`config.mk`:
```
export PLATFORM = sky130hd
export DESIGN_NAME = mips_writeback_buffer
export DESIGN_NICKNAME = d
export VERILOG_FILES = /design/src/rtl/mips_pkg.sv /design/src/rtl/mips_wb_fwd_match.sv /design/src/rtl/mips_writeback_buffer.sv
export SDC_FILE = /design/constraint.sdc
export NUM_CORES = 1
export LEC_CHECK = 0
export ABC_AREA = 1
export CELL_PAD_IN_SITES_DETAIL_PLACEMENT = 0
export CELL_PAD_IN_SITES_GLOBAL_PLACEMENT = 1
export CORE_MARGIN = 4
export CORE_UTILIZATION = 35
export CTS_BUF_LIST = sky130_fd_sc_hd__clkbuf_8
export CTS_CLUSTER_SIZE = 12
export DETAILED_ROUTE_END_ITERATION = 6
export PLACE_DENSITY = 0.81
export RECOVER_POWER = 25
export SYNTH_ARGS = -nofsm -noshare
export SYNTH_HDL_FRONTEND = slang
export SYNTH_SLANG_ARGS = --single-unit
```
`constraint.sdc`:
```
create_clock -name clock -period 12.49 [get_ports clock]
set_input_delay 3.1225 -clock clock [delete_from_list [all_inputs] [get_ports clock]]
set_output_delay 3.1225 -clock clock [all_outputs]
set_load 0.01 [all_outputs]
```
`src/rtl/mips_pkg.sv`:
```
// Shared MIPS pipeline types: register/data widths and the writeback entry record.
package mips_pkg;
    localparam int REG_ADDR_W = 5;
    localparam int DATA_W     = 32;
    localparam logic [REG_ADDR_W-1:0] ZERO_REG = 5'd0;

    typedef struct packed {
        logic [REG_ADDR_W-1:0] regnum;
        logic [DATA_W-1:0]     data;
    } wb_entry_t;
endpackage

```
`src/rtl/mips_wb_fwd_match.sv`:
```
// Youngest-first forwarding search over the occupied region of the writeback queue.
module mips_wb_fwd_match
    import mips_pkg::*;
#(
    parameter int DEPTH = 4
) (
    input  logic [$clog2(DEPTH)-1:0] i_head,
    input  logic [$clog2(DEPTH):0]   i_count,
    input  logic [REG_ADDR_W-1:0]    i_reg,
    input  wb_entry_t                i_entries [DEPTH],
    output logic                     o_hit,
    output logic [DATA_W-1:0]        o_data
);
    localparam int PTR_W = $clog2(DEPTH);
    localparam int CNT_W = PTR_W + 1;

    logic              w_match [DEPTH];
    logic [DATA_W-1:0] w_data  [DEPTH];

    genvar gi;
    generate
        for (gi = 0; gi < DEPTH; gi++) begin : g_age
            // gi is the age offset from head: 0 is the oldest pending entry
            wb_entry_t w_ent;
            assign w_ent        = i_entries[i_head + PTR_W'(gi)];
            assign w_match[gi]  = (CNT_W'(gi) < i_count) && (i_reg != ZERO_REG) &&
                                  (w_ent.regnum == i_reg);
            assign w_data[gi]   = w_ent.data;
        end
    endgenerate

    // Later (younger) matches override earlier ones.
    always_comb begin
        o_hit  = 1'b0;
        o_data = '0;
        for (int k = 0; k < DEPTH; k++) begin
            if (w_match[k]) begin
                o_hit  = 1'b1;
                o_data = w_data[k];
            end
        end
    end
endmodule

```
`src/rtl/mips_writeback_buffer.sv`:
```
// Dual-lane in-order writeback queue feeding a two-write-port register file,
// with youngest-match forwarding lookups for decode.
module mips_writeback_buffer #(
    parameter int DEPTH  = 4,
    parameter int DATA_W = 32,
    parameter int ADDR_W = 5
) (
    input  logic                     clock,
    input  logic                     reset,
    input  logic                     inValid1,
    input  logic                     inValid2,
    input  logic [ADDR_W-1:0]        inReg1,
    input  logic [ADDR_W-1:0]        inReg2,
    input  logic [DATA_W-1:0]        inData1,
    input  logic [DATA_W-1:0]        inData2,
    output logic                     inReady,
    output logic                     RegWriteSign1,
    output logic                     RegWriteSign2,
    output logic [ADDR_W-1:0]        writeReg1,
    output logic [ADDR_W-1:0]        writeReg2,
    output logic [DATA_W-1:0]        writeData1,
    output logic [DATA_W-1:0]        writeData2,
    input  logic [ADDR_W-1:0]        fwdReg1,
    input  logic [ADDR_W-1:0]        fwdReg2,
    output logic                     fwdHit1,
    output logic                     fwdHit2,
    output logic [DATA_W-1:0]        fwdData1,
    output logic [DATA_W-1:0]        fwdData2,
    output logic [$clog2(DEPTH):0]   count
);
    import mips_pkg::*;

    localparam int PTR_W = $clog2(DEPTH);
    localparam int CNT_W = PTR_W + 1;
    localparam logic [CNT_W-1:0] ACCEPT_MAX = CNT_W'(DEPTH - 2);

    wb_entry_t        r_mem [DEPTH];
    logic [PTR_W-1:0] r_head;
    logic [PTR_W-1:0] r_tail;
    logic [CNT_W-1:0] r_count;

    logic             w_ready;
    logic             w_push1;
    logic             w_push2;
    logic [1:0]       w_push_n;
    logic [1:0]       w_pop_n;
    logic [PTR_W-1:0] w_tail2;
    wb_entry_t        w_slot1;
    wb_entry_t        w_slot2;

    assign w_ready  = (r_count <= ACCEPT_MAX);
    assign w_push1  = w_ready && inValid1 && (inReg1 != ZERO_REG);
    assign w_push2  = w_ready && inValid2 && (inReg2 != ZERO_REG);
    assign w_push_n = {1'b0, w_push1} + {1'b0, w_push2};
    assign w_pop_n  = (r_count >= CNT_W'(2)) ? 2'd2 : {1'b0, r_count[0]};
    // Lane 2 lands right behind lane 1, or at tail when lane 1 was dropped.
    assign w_tail2  = r_tail + PTR_W'(w_push1);

    always_ff @(posedge clock) begin
        if (reset) begin
            r_head  <= '0;
            r_tail  <= '0;
            r_count <= '0;
        end else begin
            r_head  <= r_head + PTR_W'(w_pop_n);
            r_tail  <= r_tail + PTR_W'(w_push_n);
            r_count <= r_count - CNT_W'(w_pop_n) + CNT_W'(w_push_n);
        end
    end

    always_ff @(posedge clock) begin
        if (!reset) begin
            if (w_push1) begin
                r_mem[r_tail] <= '{regnum: inReg1, data: inData1};
            end
            if (w_push2) begin
                r_mem[w_tail2] <= '{regnum: inReg2, data: inData2};
            end
        end
    end

    assign w_slot1 = r_mem[r_head];
    assign w_slot2 = r_mem[r_head + PTR_W'(1)];

    assign inReady       = w_ready;
    assign count         = r_count;
    assign RegWriteSign1 = !reset && (r_count != '0);
    assign RegWriteSign2 = !reset && (r_count >= CNT_W'(2));
    assign writeReg1     = RegWriteSign1 ? w_slot1.regnum : '0;
    assign writeData1    = RegWriteSign1 ? w_slot1.data   : '0;
    assign writeReg2     = RegWriteSign2 ? w_slot2.regnum : '0;
    assign writeData2    = RegWriteSign2 ? w_slot2.data   : '0;

    logic [ADDR_W-1:0] w_fwd_reg  [2];
    logic              w_fwd_hit  [2];
    logic [DATA_W-1:0] w_fwd_data [2];

    assign w_fwd_reg[0] = fwdReg1;
    assign w_fwd_reg[1] = fwdReg2;

    genvar gi;
    generate
        for (gi = 0; gi < 2; gi++) begin : g_fwd
            mips_wb_fwd_match #(.DEPTH(DEPTH)) u_match (
                .i_head    (r_head),
                .i_count   (r_count),
                .i_reg     (w_fwd_reg[gi]),
                .i_entries (r_mem),
                .o_hit     (w_fwd_hit[gi]),
                .o_data    (w_fwd_data[gi])
            );
        end
    endgenerate

    assign fwdHit1  = !reset && w_fwd_hit[0];
    assign fwdHit2  = !reset && w_fwd_hit[1];
    assign fwdData1 = reset ? '0 : w_fwd_data[0];
    assign fwdData2 = reset ? '0 : w_fwd_data[1];
endmodule

```
==> impl_metrics.env <==
export IMPL_start_util=0.357
export IMPL_setup_tns_ns=0
export IMPL_worst_path_largest_cell_delay_ns=1.43
export IMPL_worst_setup_path_start_kind="input pin"
export IMPL_power_switching_w=0.00291
export IMPL_fin_crit_sh=0.835
export IMPL_synth_top_area_frac=0.284
export IMPL_synth_seq_area_share=0.287
export IMPL_clock_sinks=155
export IMPL_dpl_cell_area_um2=18400
export IMPL_post_cts_setup_buffers=0
export IMPL_ir_drop_mv=0.122
export IMPL_avgSynthCellArea_um2=5.79
export IMPL_drive_gt1_frac=0.0312
export IMPL_slowest_stage="clkbuf_1"
export IMPL_clock_skew_ns=0.0140
export IMPL_grt_usage=0.265
export IMPL_antenna_found_initial=2
export IMPL_yosysWarnings=0
export IMPL_drc=4
export IMPL_crit_type="input pin to output port"
export IMPL_hpwl_mm=50.5
export IMPL_synth_nets=2853
export IMPL_ctsRootBufferMaster="clkbuf_8"
export IMPL_power_density_nw_per_um2=266
export IMPL_grt_pass1_wl_mm=102
export IMPL_die_x_um=222
export IMPL_netlist_area_um2=16000
export IMPL_finalSetupViolations=0
export IMPL_clk_path_buf_depth=2
export IMPL_violations="design-rule violations, max-capacitance violations, max-slew violations"
export IMPL_p_clk_frac=0.085
export IMPL_cts_inserted_buffers=17
export IMPL_drtPass1Iterations=7
export IMPL_dp_cells=3415
export IMPL_yosysTopAreaCell="nand2_1"
export IMPL_finalHoldViolCount=0
export IMPL_htree_levels=4
export IMPL_grt_overflow=0
export IMPL_portBuffers=233
export IMPL_vias_per_cell=5.40
export IMPL_synthTopCellsByArea="nand2_1 28%, edfxtp_1 28%, o21ai_0 7.8%"
export IMPL_wl_per_cell_um=20.0
export IMPL_fmax_mhz=95.9
export IMPL_cp_data_required_time_ns=9.37
export IMPL_die_y_um=222
export IMPL_grt_max_degree=101
export IMPL_critical_path_arrival_ns=7.30
export IMPL_finalNonFillerCells=3449
export IMPL_relSlewSlack=-1.67
export IMPL_netlist_instances=2757
export IMPL_ys_seq_elements=155
export IMPL_syn2layout_area_growth_pct=18.0
export IMPL_seq_power_share=0.217
export IMPL_leakagePower_nw=8.32
export IMPL_drv_cap=3
export IMPL_clk_latency_ns=0.48
export IMPL_cpMostUsedCell="clkbuf_1"
export IMPL_r2r_slack_ns=8.45
export IMPL_tightest_slew_ns=4.01
export IMPL_die_area_um2=49100
export IMPL_intPower_w=0.00210
export IMPL_postRouteAntennaNets=0
export IMPL_wl_mm=68.9
export IMPL_p_sw_frac=0.581
export IMPL_grt_pass1_vias=16100
export IMPL_rows=77
export IMPL_status="finished, violations left"
export IMPL_cts_tree="yes"
export IMPL_place_gp_congestion=0.954
export IMPL_cts_repair_resized=0
export IMPL_stdcell_area_um2=18800
export IMPL_cp_max_fo=87
export IMPL_fin_crit_ns=10.42
export IMPL_pwr_share_comb=0.699
export IMPL_core_area_um2=44700
export IMPL_first_iter_violations=2743
export IMPL_fin_util=0.422
export IMPL_vias=18600
export IMPL_path_clk_slew_ns=0.08
export IMPL_ctsHoldBuffers=0
export IMPL_path_cells="dlygate4sd3_1, clkbuf_1, inv_6, clkbuf_1, nand2_1, a21oi_1, clkdlybuf4s50_1"
export IMPL_maxSlewViolCount=134
export IMPL_hp_class="flop to flop"
export IMPL_grt_setup_unrepaired="no"
export IMPL_final_nets=2938
export IMPL_yosysUniqueCellTypes=33
export IMPL_worst_setup_path_end_kind="output port"
export IMPL_ios=234
## sequential cells by signal, summed over array words and instances (netlist names)
name    count
r_mem     148
count       3
r_head      2
r_tail      2
## cell usage in the layout (no fill, tap or decap), types with 17 or more instances in the layout
master,n
o21ai_0,249
clkbuf_8,17
nand2_1,1207
edfxtp_1,148
inv_1,283
nand4_1,67
nor2_1,242
o21ai_1,19
o211ai_1,148
nand3_1,69
a21oi_1,75
clkdlybuf4s50_1,228
buf_4,21
## metal layers
metal | vias up | share of wire | global-route usage
met5 | - | 0 | 0
met4 | 0 | 0.016 | 0.0500
met3 | 65 | 0.13 | 0.0751
met2 | 1087 | 0.37 | 0.337
met1 | 8474 | 0.49 | 0.433
li1 | 9015 | - | -
## area by class of cell
cell class,count,area (um2)
well taps,592,741
clock buffers,17,234
repair buffers,258,2500
fillers,4825,25900
flip-flops and latches,155,4590
diodes,2,5.00
clock inverters,15,199
inverters,292,1100
multi-input cells,2118,9470
## worst max-delay path: cells and delay by family
| kind | cells | cell delay, ns |
|---|---|---|
| and+or+nand+nor | 1 | 0.14 |
| buffers and inverters | 5 | 3.68 |
| AOI/OAI and AO/OA | 1 | 0.26 |
## power by group through the flow
stage | clock, W | combinational (W) | sequential, W
final | 0.000424 | 0.00350 | 0.00108
after global routing | 0.000448 | 0.00385 | 0.00110
after CTS | 0.000428 | 0.00341 | 0.00107
after global placement | 0 | 0.00337 | 0.00107
after floorplan | 0 | 0.00221 | 0.000957
after detailed placement | 0 | 0.00340 | 0.00107
## stage by stage
stage                     hold slack [ns]  total power (W)  worst slack [ns]
final                               0.549          0.00500              2.07
after global routing                0.604          0.00540              1.92
after CTS                           0.560          0.00490              2.38
after detailed placement            0.540          0.00447              2.39
after global placement              0.523          0.00444              2.42
after floorplan                     0.480          0.00317              1.23
## path summary, 6_finish.rpt
kind | startpoint | to | cells past startpoint
max | reset | fwdData2[5] | 7
min | r_tail[1] | r_tail[1] | 1
max reg2reg | count[0] | r_mem[119] | 13
min reg2reg | r_tail[1] | r_tail[1] | 1
## synth_stat cells, drive strengths merged
cell	number
nor3	6
clkbuf	87
a21oi	77
xor2	2
fa	2
nand4	67
inv	291
and2	1
xnor2	2
o211ai	148
ha	6
or2	1
clkinv	1
o21ai	269
nand3	73
nor2	254
buf	105
nand2	1210
dfxtp	7
edfxtp	148
## kinds of logic after synthesis
logic type / count (synthesis) / share of synthesized area
AO/OA/AOI/OAI: 494 / 0.180
XOR/XNOR: 4 / 0.00219
adder cells (fa/ha/maj): 8 / 0.00721
flip-flops: 155 / 0.287
buffers and inverters: 484 / 0.123
AND/OR/NAND/NOR: 1612 / 0.401
Power figures use the tool's default switching activity.
